**src/rtl/softmax_pkg.sv**
```systemverilog
// softmax writeback shared definitions
// defaults, state encoding and vector width
package softmax_pkg;
  localparam int DATAWIDTH  = 16;
  localparam int NUM        = 4;
  localparam int ADDRSIZE   = 8;
  localparam int FIFO_DEPTH = 4;
  localparam int VEC_W      = DATAWIDTH * NUM;

  typedef enum logic [1:0] {
    IDLE  = 2'd0,
    RUN   = 2'd1,
    DRAIN = 2'd2,
    DONE  = 2'd3
  } state_t;
endpackage

```
**src/rtl/softmax_wb_fifo.sv**
```systemverilog
// vector FIFO between softmax output and RAM port
// head is read straight from the storage flops
module softmax_wb_fifo #(
  parameter int W     = 64,
  parameter int DEPTH = 4
) (
  input  logic                     clk,
  input  logic                     clr_n,
  input  logic                     push,
  input  logic [W-1:0]             din,
  input  logic                     pop,
  output logic [W-1:0]             dout,
  output logic [$clog2(DEPTH):0]   count,
  output logic                     empty,
  output logic                     full
);
  localparam int AW = $clog2(DEPTH);
  localparam int CW = AW + 1;

  logic [W-1:0]  mem [DEPTH];
  logic [AW-1:0] wp;
  logic [AW-1:0] rp;
  logic          do_push;
  logic          do_pop;

  assign empty   = (count == '0);
  assign full    = (count == CW'(DEPTH));
  assign do_push = push && !full;
  assign do_pop  = pop && !empty;
  assign dout    = mem[rp];

  always_ff @(posedge clk) begin
    if (do_push) mem[wp] <= din;
  end

  always_ff @(posedge clk) begin
    if (!clr_n) begin
      wp    <= '0;
      rp    <= '0;
      count <= '0;
    end else begin
      if (do_push) wp <= wp + 1'b1;
      if (do_pop)  rp <= rp + 1'b1;
      unique case ({do_push, do_pop})
        2'b10:   count <= count + CW'(1);
        2'b01:   count <= count - CW'(1);
        default: count <= count;
      endcase
    end
  end
endmodule

```
**src/rtl/softmax_writeback.sv**
```systemverilog
// softmax writeback: buffers result vectors and
// writes them to RAM at start_addr..end_addr
module softmax_writeback
  import softmax_pkg::*;
#(
  parameter int DATAWIDTH  = softmax_pkg::DATAWIDTH,
  parameter int NUM        = softmax_pkg::NUM,
  parameter int ADDRSIZE   = softmax_pkg::ADDRSIZE,
  parameter int FIFO_DEPTH = softmax_pkg::FIFO_DEPTH
) (
  input  logic                      clk,
  input  logic                      reset,
  input  logic                      init,
  input  logic                      start,
  input  logic [ADDRSIZE-1:0]       start_addr,
  input  logic [ADDRSIZE-1:0]       end_addr,
  input  logic [DATAWIDTH*NUM-1:0]  outp,
  input  logic                      outp_valid,
  output logic                      outp_ready,
  output logic [ADDRSIZE-1:0]       mem_addr,
  output logic [DATAWIDTH*NUM-1:0]  mem_d,
  output logic                      mem_we,
  input  logic                      mem_ready,
  output logic                      done,
  output logic                      err
);
  localparam int VW = DATAWIDTH * NUM;
  localparam int CW = $clog2(FIFO_DEPTH) + 1;
  localparam int TW = ADDRSIZE + 1;

  state_t              state, state_n;
  logic [ADDRSIZE-1:0] wr_addr, wr_addr_n;
  logic [TW-1:0]       total, total_n;
  logic [TW-1:0]       accepted, accepted_n;
  logic                done_n, err_n;

  logic          clr_n;
  logic          accept;
  logic          commit;
  logic [VW-1:0] head;
  logic [CW-1:0] count;
  logic          empty;
  logic          full;

  assign clr_n = reset && !init;

  // ready depends on registered state only
  assign outp_ready = (state == RUN) && !full &&
                      (accepted < total);
  assign accept = outp_valid && outp_ready;
  assign mem_we = ((state == RUN) || (state == DRAIN))
                  && !empty;
  assign commit   = mem_we && mem_ready;
  assign mem_addr = wr_addr;
  assign mem_d    = mem_we ? head : '0;

  softmax_wb_fifo #(
    .W     (VW),
    .DEPTH (FIFO_DEPTH)
  ) u_fifo (
    .clk   (clk),
    .clr_n (clr_n),
    .push  (accept),
    .din   (outp),
    .pop   (commit),
    .dout  (head),
    .count (count),
    .empty (empty),
    .full  (full)
  );

  always_comb begin
    state_n    = state;
    wr_addr_n  = wr_addr;
    total_n    = total;
    accepted_n = accepted;
    done_n     = done;
    err_n      = err;
    unique case (state)
      IDLE, DONE: begin
        if (start) begin
          wr_addr_n  = start_addr;
          accepted_n = '0;
          if (end_addr < start_addr) begin
            state_n = DONE;
            total_n = '0;
            done_n  = 1'b1;
            err_n   = 1'b1;
          end else begin
            state_n = RUN;
            total_n = ({1'b0, end_addr} -
                       {1'b0, start_addr}) + TW'(1);
            done_n  = 1'b0;
            err_n   = 1'b0;
          end
        end
      end
      RUN: begin
        if (accept) accepted_n = accepted + TW'(1);
        if (accepted_n == total) state_n = DRAIN;
        if (commit) wr_addr_n = wr_addr + 1'b1;
      end
      DRAIN: begin
        if (commit) begin
          wr_addr_n = wr_addr + 1'b1;
          if (count == CW'(1)) begin
            state_n = DONE;
            done_n  = 1'b1;
          end
        end
      end
      default: state_n = IDLE;
    endcase
  end

  always_ff @(posedge clk) begin
    if (!clr_n) begin
      state    <= IDLE;
      wr_addr  <= '0;
      total    <= '0;
      accepted <= '0;
      done     <= 1'b0;
      err      <= 1'b0;
    end else begin
      state    <= state_n;
      wr_addr  <= wr_addr_n;
      total    <= total_n;
      accepted <= accepted_n;
      done     <= done_n;
      err      <= err_n;
    end
  end
endmodule

```
**config.mk**
```make
export PLATFORM = sky130hd
export DESIGN_NAME = softmax_writeback
export DESIGN_NICKNAME = d
export VERILOG_FILES = /design/src/rtl/softmax_pkg.sv /design/src/rtl/softmax_wb_fifo.sv /design/src/rtl/softmax_writeback.sv
export SDC_FILE = /design/constraint.sdc
export NUM_CORES = 1
export LEC_CHECK = 0
export CORE_MARGIN = 2
export CORE_UTILIZATION = 40
export DETAILED_ROUTE_END_ITERATION = 10
export MAX_ROUTING_LAYER = met4
export SKIP_LAST_GASP = 1
export SYNTH_ARGS = -nofsm -noshare
export SYNTH_HDL_FRONTEND = slang
export SYNTH_SLANG_ARGS = --single-unit
```
**constraint.sdc**
```tcl
create_clock -name clk -period 5.2 [get_ports clk]
set_clock_uncertainty 0.2 [all_clocks]
set_input_delay 1.04 -clock clk [delete_from_list [all_inputs] [get_ports clk]]
set_output_delay 1.04 -clock clk [all_outputs]
set_load 0.005 [all_outputs]
```
; Word-level counts from Yosys, hierarchy flattened
; Memories as Yosys holds them, arrays and structs flattened. A register that Yosys moved wholly into a read port is not among the register bits.
; Index checks and enable logic that the tools add are counted.
[word_totals]
register_bits = 37
mem_bits_rw = 256
in_bits = 86
elab_cells = 82
mem_count = 1
[memory_table]
columns = name, words, word_bits, rd, rd_ports_with_merged_regs, write_ports, line
row1 = u_fifo.mem, 4, 64, 1, 1, 1, softmax_wb_fifo.sv:20  ; logic [W-1:0] mem [DEPTH];
[classes]
add_sub_neg = 8
magnitude_cmp = 2
n_eq_ne = 13
mux = 25
reduce_logical = 24
[ops]
columns = operator, n
row1 = 2-to-1 mux 64 bit, 1
row2 = 2-to-1 mux 9 bit, 4
row3 = adder 9 x 1 -> 9 bit (second input constant), 2
row4 = case mux 9 bit (2 select lines), 1
row5 = 2-to-1 mux 8 bit, 2
row6 = case mux 8 bit (2 select lines), 1
row7 = 2-to-1 mux 2 bit, 7
row8 = equality test 9 bit, 1
row9 = less-than comparator 9 bit, 1
row10 = subtractor 8 x 8 -> 9 bit, 1
row11 = adder 8 x 1 -> 8 bit (second input constant), 1
row12 = logical AND 1 bit, 8
row13 = less-than comparator 8 bit, 1
row14 = inequality test 2 x 1 -> 1 bit (second input constant), 4
row15 = AND reduction 4 bit, 2
row16 = equality test 2 bit (second input constant), 3
row17 = 2-to-1 mux 1 bit, 6
row18 = case mux 2 bit (3 select lines), 1
row19 = case mux 3 bit (2 select lines), 1
row20 = AND reduction 2 bit, 3
row21 = nonzero test 2 bit, 3
row22 = adder 2 x 1 -> 2 bit (second input constant), 2
row23 = equality test 2 x 1 -> 1 bit (second input constant), 2
row24 = OR reduction 2 bit, 2
row25 = other kinds (10), 12

; Depth between registers and ports, before layout
; Gate-level depths: netlist (run 1).
[depth]
depth_word = 10
depth_mapped = 13
ltp_nobuf = 13

; By module
; Synthesis (run 1) repeated with hierarchy kept, for this count alone.
[unflattened]
hier_cells = 795
area_unflattened_um2 = 12837.3
[modules_own_cells]
columns = module, instances, cells_each, area_per_inst_um2, seq_area_each_um2
row1 = softmax_wb_fifo, 1, 388, 9806.9, 7867.5
row2 = softmax_writeback, 1, 407, 3030.4, 600.6

; Least setup slack after synthesis (run 1)
; OpenSTA, ideal clock, no wires.
[synth_timing]
kind = input to register
from = in outp_valid
to = mem u_fifo.mem[0][0], enable pin
setup_time_ps = 429
t_arrival_ps = 3395
required_ps = 4571
slack_ps = 1176
cell_stages = 4
cell_sequence = o2111ai_1 > a211oi_4 > clkbuf_1 > and2_1
[synth_between]
elab_chain_len = 4
[synth_rtl]
columns = item, line
row1 = start: declaration, softmax_writeback.sv:18  ; input logic outp_valid,
row2 = logical AND 1 bit, softmax_writeback.sv:50  ; assign accept = outp_valid && outp_ready;
row3 = logical AND 1 bit, softmax_wb_fifo.sv:28  ; assign do_push = push && !full;
row4 = 2-to-1 mux 1 bit, softmax_wb_fifo.sv:33  ; if (do_push) mem[wp] <= din;
row5 = 2-to-1 mux 1 bit (not written as such), softmax_wb_fifo.sv:33
row6 = end: declaration, softmax_wb_fifo.sv:20
; No other way between the ends.

; Final worst setup path (run 1)
[layout_timing]
from = reg state[0]
to = out mem_d[32]
[layout_between]
elab_chain_len = 4
[layout_rtl]
columns = item, line
row1 = start: declaration, softmax_writeback.sv:31  ; state_t state, state_n;
row2 = start signal: assignment, softmax_writeback.sv:125  ; state <= state_n;
row3 = equality test 2 x 1 -> 1 bit or equality test 2 bit (tied branches), softmax_writeback.sv:51  ; assign mem_we = ((state == RUN) || (state == DRAIN))
row4 = logical OR 1 bit (*), softmax_writeback.sv:51
row5 = logical AND 1 bit (*), softmax_writeback.sv:52  ; && !empty;
row6 = 2-to-1 mux 64 bit (*), softmax_writeback.sv:55  ; assign mem_d = mem_we ? head : '0;
row7 = end: declaration, softmax_writeback.sv:21  ; output logic [DATAWIDTH*NUM-1:0] mem_d,
; Every way passes the cells marked *; elsewhere a longest branch is shown, timed or not.

==> run metrics, run 1 <==
DR iter-0 viols 395; mapped cell area 12700 um2; prevailing post-synth register cell edfxtp_1; Placed Area 14800 um2; WL per Instance 18.6 um; setup slack, reg-to-reg 1960 ps; Hold Fails Final Rpt 0; gr usage total 0.162; final cell count without fillers 1387; Sw Ratio 0.205; initial antenna violation count 2; Max IR drop VDD 254 uV; grt total ovfl 0; # setup viols final 0; capturing point of the worst reg2reg path u_fifo.mem[2][44]; static leakage 0.00531 uW; drt pass-1 iters 4; number of routed nets with antenna violations 0; number of port buffers 161; met2 Usage GRT 0.261; Slew Limit Fails 0; Max Freq 232 MHz; HPWL after detailed placement 16500 um; cell chosen for the clock root clkbuf_16; CP required 3960 ps; crit path capture type primary output; RR Startpoint total[6]; M1 GR Usage 0.217; TritonCTS Sinks 295; logic gate share of total power 0.069; Initial Utilization 0.404; core area 31400 um2; Die Area 33200 um2; DRC 0; clock slew at reported path FFs 70 ps; status finished, final reports clean; share of the synthesized area in the top cell type 0.605; area leader, netlist edfxtp_1; internal cell power 4190 uW; crit path max fanout 55; Multi-input gate area 3940 um2; pwr/cell area 331 nW/um2; Vias per Instance 5.15; Worst-Skew Late Latency 540 ps; M3 GR Usage 0.0267; Sw Pwr 1080 uW; post-CTS setup buffer count 0; MaxCap Viol Count 0; Hold/Removal Path Class flop to flop; Synth Warn # 0; EDFF count, synth 256; origin of the worst min-delay path total[7]; first-pass GRT wire length 40900 um; critical path startpoint state[0]; dpl cells 1330; Sequential Area 8470 um2; Min-Delay Path Depth 2; syn_area_per_cell 16.1 um2; Post-Synthesis Cells 789; Total Wirelength 25800 um; worst-margin pin slew 956 ps; Layout fillers 2667; Final period util 0.830; total CTS buffers 30; sequential share of the synthesized area 0.667; GRT busiest layer met2; flops & latches, synth 295; asr flop ratio synth 0; clock share of power 0.437; setup TNS 0 ps; CTS resizes 0; I/O Pins 162; H-Tree Depth 1; layout cells sized above 1 0.149; Area Overhead vs Synth 25.3%; top-count cell post-synth edfxtp_1; routed via count 7139; top cells by count, synth edfxtp_1, and2_1, mux4_2; Final GP Congestion 0.769; headroom to the max-slew limit 0.363; Net count, final 1089; DIE WIDTH 182 um; Unique masters post-synth 57; unrepaired setup endpoints after global routing no; Reg2Reg Depth 7; largest net degree at the start of global routing 65; Hold Path End total[7]; Min Hold Slack 299 ps; CTS max path bufs 3; num rows 65; Critical Path Start Type flop; Sequential Power Share 0.494; leading cell types by total area after synthesis edfxtp_1, mux4_2, dfxtp_1; Setup CP Type flop to primary output; CTS tree yes; vias in the first global route 7288; Post-CTS Hold Fix Bufs 0; design area 15900 um2; Util after Layout 0.507; Arrival @ worst endpoint 3080 ps; chip height 182 um; min Tclk post-route 4320 ps; synthesized net count 918
[layer usage]
layer  up-vias  part of all wire
met1      3548              0.45
met3        36             0.043
met2       175              0.48
met5         -                 0
met4         0             0.023
li1       3380                 -
[worst max-delay path, cell delays in order (launching register included)]
cell and delay (ps):
dfxtp_1 380, inv_1 60, ha_1 650, a21oi_4 470, buf_12 240, and2_1 170
clkdlybuf4s50_1 500
[sequential cells by signal, indices dropped and copies added, names as in the netlist, named ones only]
register / count
err: 1
u_fifo.rp: 2
done: 1
mem_addr: 8
u_fifo.mem: 256
u_fifo.wp: 2
accepted: 9
u_fifo.count: 3
total: 9
state: 2
[per-stage QoR]
step	total power, uW	setup WS (ps)
finish	5270	884
global route	5480	677
CTS	5330	813
detailed placement	3020	1420
global placement	3020	1490
floorplan	2860	1180
[worst max-delay path by stage]
stage	to	slack, ps	cells after the start
after CTS	mem_d[25]	810	6
after floorplan	u_fifo.mem[0][0]	1180	4
after global routing	mem_d[32]	680	6
final	mem_d[32]	880	6
after global placement	mem_d[30]	1490	6
after detailed placement	mem_d[25]	1420	6
[cell usage in the layout (no fill, tap or decap), types with 6 or more instances in the layout]
| cell type | synthesis | layout |
|---|---|---|
| edfxtp_1 | 256 | 256 |
| a22oi_1 | 7 | 7 |
| clkinv_2 | 0 | 6 |
| a21oi_1 | 33 | 32 |
| inv_1 | 42 | 42 |
| nor2_1 | 31 | 31 |
| and2_1 | 71 | 67 |
| bufinv_16 | 0 | 7 |
| clkdlybuf4s50_1 | 0 | 161 |
| nor3_1 | 9 | 9 |
| buf_4 | 0 | 10 |
| nand2_1 | 28 | 28 |
| mux4_2 | 64 | 64 |
| clkbuf_16 | 0 | 31 |
| nand3_1 | 14 | 14 |
| o21ai_0 | 16 | 16 |
| ha_1 | 39 | 39 |
| clkbuf_1 | 28 | 6 |
| xor2_1 | 17 | 17 |
| dfxtp_1 | 39 | 37 |
[cells by family after synthesis]
group,share of synthesized area
AO/OA/AOI/OAI,0.0571
XOR/XNOR,0.0145
adder cells (fa/ha/maj),0.0447
buffers and inverters,0.0237
flip-flops,0.667
multiplexers,0.117
AND/OR/NAND/NOR,0.0764
[layout make-up]
class	instances	share of cell area
inverters	42	0.00991
flip-flops and latches	295	0.532
multi-input cells	416	0.248
well taps	402	0.0316
clock buffers	37	0.0502
repair buffers	175	0.111
diodes	2	0.000314
clock inverters	18	0.0168
[power by group through the flow]
stage | Clock [uW] | Combinational, uW | Sequential [uW]
finish | 2300 | 364 | 2610
detailed placement | 0 | 366 | 2660
CTS | 2360 | 369 | 2610
global placement | 0 | 361 | 2660
floorplan | 0 | 208 | 2650
global route | 2460 | 410 | 2610
Power figures use the tool's default switching activity.
==> run 2: changes to the inputs <==
- clock period: 5.2 -> 4.1 ns (I/O delays scaled with it)
==> run 2 against run 1 <==
Critical path type unchanged. Register-to-register slack worse by 970 ps. Power increased by 19%. Sequential share of layout area up 0.26 points. Largest power group unchanged. Die area stayed put. Utilization is 0.24 points lower. Clock power grew 8%. Global-route usage fell by 0.11 points. Wire length about the same. Flip-flop and latch count unchanged. Worst setup slack got worse by 650 ps. Final cell count rose by 0.14%. First-iteration DRC count fell by 12%.
==> run metrics, run 2 (synthesis results as in run 1) <==
Total Wirelength 25800 um; CP max-delay cell clkdlybuf4s50_1; commonest cells after routing, fill and taps aside edfxtp_1, clkdlybuf4s50_1, and2_1, mux4_2, inv_1; crit path max fanout 7; num rows 65; TritonCTS Sinks 295; core area 31400 um2; Post-CTS Hold Fix Bufs 0; origin of the worst min-delay path total[0]; Final GP Congestion 0.788; first-pass GRT wire length 40800 um; Reg2Reg Depth 10; crit path capture type primary output; Initial Utilization 0.404; Net count, final 1094; vias in the first global route 7289; CTS max path bufs 3; Setup CP Type flop to primary output; Arrival @ worst endpoint 2850 ps; design area 15800 um2; most common cell after layout, fill and taps aside edfxtp_1; chip height 182 um; CP cell instances inv_1 -> ha_1 -> a211oi_2 -> o211ai_1 -> a211oi_2 -> clkdlybuf4s50_1; DR iter-0 viols 349; # setup viols final 0; gr usage total 0.161; post-CTS setup buffer count 0; GRT busiest layer met2; worst-margin pin slew 525 ps; number of routed nets with antenna violations 0; largest net degree at the start of global routing 65; Hold Path End total[0]; setup slack, reg-to-reg 990 ps; Hold Fails Final Rpt 0; Vias per Instance 5.15; CP required 3080 ps; pwr/cell area 395 nW/um2; Hold/Removal Path Class flop to flop; Die Area 33200 um2; unrepaired setup endpoints after global routing no; met2 Usage GRT 0.257; CTS tree yes; biggest regs u_fifo.mem (256), accepted (9), total (9); capturing point of the worst reg2reg path state[1]; Placed Area 14900 um2; cell chosen for the clock root clkbuf_16; grt total ovfl 0; Area Overhead vs Synth 24.7%; DIE WIDTH 182 um; I/O Pins 162; CTS resizes 0; headroom to the max-slew limit 0.650; drt pass-1 iters 4; Min-Delay Path Depth 2; routed via count 7151; H-Tree Depth 1; clock slew at reported path FFs 60 ps; max incr delay on CP 590 ps; CP dominant cell by count a211oi_2; RR Startpoint total[6]; Largest Register u_fifo.mem; M3 GR Usage 0.0231; total CTS buffers 30; min Tclk post-route 3870 ps; Critical Path Start Type flop; status finished, final reports clean; WL per Instance 18.6 um; Util after Layout 0.505; MaxCap Viol Count 0; Final period util 0.943; Max IR drop VDD 313 uV; static leakage 0.00527 uW; initial antenna violation count 0; M1 GR Usage 0.222; Max Freq 259 MHz; Worst-Skew Late Latency 540 ps; HPWL after detailed placement 16200 um; setup TNS 0 ps; max reg flops 256; layout cells sized above 1 0.144; critical path startpoint total[6]; DRC 0; number of port buffers 161; final antenna diode count 0; Slew Limit Fails 0
run 2: cell count changes in the layout (fill, tap and decap cells not counted):
| cell | delta |
|---|---|
| bufinv_16 | -6 |
| clkinv_1 | +4 |
| clkinv_4 | -1 |
| clkinvlp_4 | -1 |
| clkinv_2 | -1 |
| diode_2 | -2 |
| buf_12 | +5 |
| clkbuf_1 | +4 |
run 2: power breakdown:
group	leakage, uW	switching (uW)	internal (uW)
registers	0.00262	18.7	3290
logic	0.00221	246	219
clock network	0.000438	1040	1440
total	0.00527	1310	4940
run 2: critical path, delay by kind of cell (launching register included):
family,cells,cell delay (ps)
AOI/OAI and AO/OA,3,870
adders and majority gates,1,340
buffers and inverters,2,690
DFF,1,410
run 2: layer usage:
metal / share of wire / wire length (um)
met3: 0.043 / 1110
met4: 0.019 / 499
met2: 0.48 / 12300
met1: 0.46 / 11900
met5: 0 / 0
run 2: worst max-delay path by stage:
stage | end | slack [ps]
final | outp_ready | 230
after global routing | outp_ready | 20
after CTS | outp_ready | 210
after detailed placement | total[7] | 650
after global placement | total[7] | 660
after floorplan | u_fifo.mem[1][0] | 100
run 2: cell type report:
class / instances / area [um2]
flip-flops and latches: 295 / 8470
multi-input cells: 416 / 3940
fillers: 2667 / 15600
clock buffers: 41 / 813
clock inverters: 13 / 81.3
inverters: 42 / 158
well taps: 402 / 503
repair buffers: 180 / 1870
run 2: metrics by stage:
step / hold slack, ps / worst slack, ps / total power [uW] / instances
final: 290 / 235 / 6250 / 1389
after global routing: 337 / 16.2 / 6490 / 1389
after CTS: 291 / 208 / 6330 / 1389
after detailed placement: 283 / 650 / 3840 / 1335
after global placement: 282 / 665 / 3830 / 1335
after floorplan: 252 / 97.3 / 3630 / 789
==> run 3: changes to the inputs <==
--- a/config.mk
+++ b/config.mk
@@ -7,3 +7,2 @@
 export LEC_CHECK = 0
-export CORE_MARGIN = 2
 export CORE_UTILIZATION = 40
==> constraint.sdc (replaced) <==
create_clock -name clk -period 4.1 [get_ports clk]
set_clock_uncertainty 0.2 [all_clocks]
set_input_delay 0.615 -clock clk [delete_from_list [all_inputs] [get_ports clk]]
set_output_delay 0.615 -clock clk [all_outputs]
set_load 0.005 [all_outputs]
==> run 3 against run 2 <==
Register-to-register slack lost 210 ps. Critical path depth is the same. Utilization grew 0.75 points. Clock-buffer cell count shrank 2. Combinational power grew 1%. Worst setup slack gained 130 ps. Non-clock buffer count shrank 1. Die area shrank 2.2%. Critical endpoint unchanged.
==> run metrics, run 3 (synthesis results as in run 1) <==
first-pass GRT wire length 41200 um; max reg flops 256; Sw Ratio 0.212; MaxCap Viol Count 0; Sequential Power Share 0.524; logic gate share of total power 0.075; layout cells sized above 1 0.145; number of routed nets with antenna violations 0; pwr/cell area 398 nW/um2; DRC 0; Max IR drop VDD 307 uV; clock share of power 0.401; CP dominant cell by count a211oi_2; most common cell after layout, fill and taps aside edfxtp_1; setup TNS 0 ps; static leakage 0.00527 uW; cell chosen for the clock root clkbuf_16; I/O Pins 162; drt pass-1 iters 4; max incr delay on CP 600 ps; largest net degree at the start of global routing 65; Post-CTS Hold Fix Bufs 0; status finished, final reports clean; final worst slack 366 ps; total CTS buffers 29; DR iter-0 viols 368; unrepaired setup endpoints after global routing no; CTS max path bufs 3; commonest cells after routing, fill and taps aside edfxtp_1, clkdlybuf4s50_1, and2_1, mux4_2, inv_1; Slew Limit Fails 0; number of port buffers 161; routed via count 7144; worst-margin pin slew 703 ps; biggest regs u_fifo.mem (256), accepted (9), total (9); crit path max fanout 7; Min-Delay Path Depth 2; gr usage total 0.166; Area Overhead vs Synth 24.7%; Initial Utilization 0.411; CTS resizes 0; Total Wirelength 25600 um; Worst-Skew Late Latency 540 ps; Setup CP Type flop to primary output; Die Area 32500 um2; vias in the first global route 7447; headroom to the max-slew limit 0.530; Net count, final 1092; dpl ws 781 ps; HPWL after detailed placement 16900 um; Max Freq 268 MHz; Hold Fails Final Rpt 0; Largest Register u_fifo.mem; Sw Pwr 1340 uW; Final GP Congestion 0.755; CTS tree yes; Hold/Removal Path Class flop to flop; # setup viols final 0; num rows 64; TritonCTS Sinks 295; post-CTS setup buffer count 0; CP cell instances inv_1 -> ha_1 -> a211oi_2 -> o211ai_1 -> a211oi_2 -> clkdlybuf4s50_1; chip height 180 um; H-Tree Depth 1; Critical Path Start Type flop; DIE WIDTH 180 um; min Tclk post-route 3730 ps; Arrival @ worst endpoint 2920 ps; CP max-delay cell clkdlybuf4s50_1; initial antenna violation count 1; grt total ovfl 0; WL per Instance 18.6 um; CP required 3280 ps; Vias per Instance 5.18; internal cell power 4970 uW; setup slack, reg-to-reg 780 ps; crit path capture type primary output; core area 30900 um2; Reg2Reg Depth 9; clock slew at reported path FFs 60 ps; Final period util 0.911
## run 3: cell type report
| class | instances | area [um2] |
|---|---|---|
| Fill cell | 2598 | 15100 |
| Sequential cell | 295 | 8470 |
| Multi-Input combinational cell | 416 | 3950 |
| Timing Repair Buffer | 179 | 1850 |
| Clock buffer | 39 | 783 |
| Tap cell | 396 | 495 |
| Inverter | 42 | 158 |
| Clock inverter | 12 | 120 |
| Antenna cell | 1 | 2.50 |
## run 3: power groups by stage
stage	sequential [uW]	combinational (uW)	clock (uW)
final	3300	470	2530
after global routing	3310	524	2730
after CTS	3300	476	2600
after detailed placement	3370	473	0
after global placement	3370	468	0
after floorplan	3370	264	0
## run 3: stage by stage
step / util / cell area, um2 / instances / power [uW] / hold slack (ps)
final: 0.512 / 15800 / 1380 / 6310 / 299
after global routing: 0.512 / 15800 / 1380 / 6560 / 336
after CTS: 0.512 / 15800 / 1379 / 6380 / 301
after detailed placement: 0.483 / 14900 / 1328 / 3840 / 294
after global placement: 0.483 / 14900 / 1328 / 3840 / 291
after floorplan: - / 12700 / 789 / 3630 / 252
## run 3: final timing paths
check        startpoint               to
max            total[6]       outp_ready
min            total[0]         total[0]
max reg2reg    total[6]  u_fifo.count[2]
min reg2reg    total[0]         total[0]
## run 3: critical path: cells and delay by family, from the launching register on
kind,cells,cell delay (ps)
compound gates,3,920
fa+ha+maj,1,340
buf+inv,2,690
flops,1,420
## run 3: routing by layer
| layer | GRT usage | wire length [um] | vias up |
|---|---|---|---|
| li1 | - | - | 3367 |
| met1 | 0.217 | 11500 | 3568 |
| met2 | 0.268 | 12300 | 175 |
| met3 | 0.0317 | 1380 | 34 |
| met4 | 0.0373 | 401 | 0 |
| met5 | - | 0 | - |
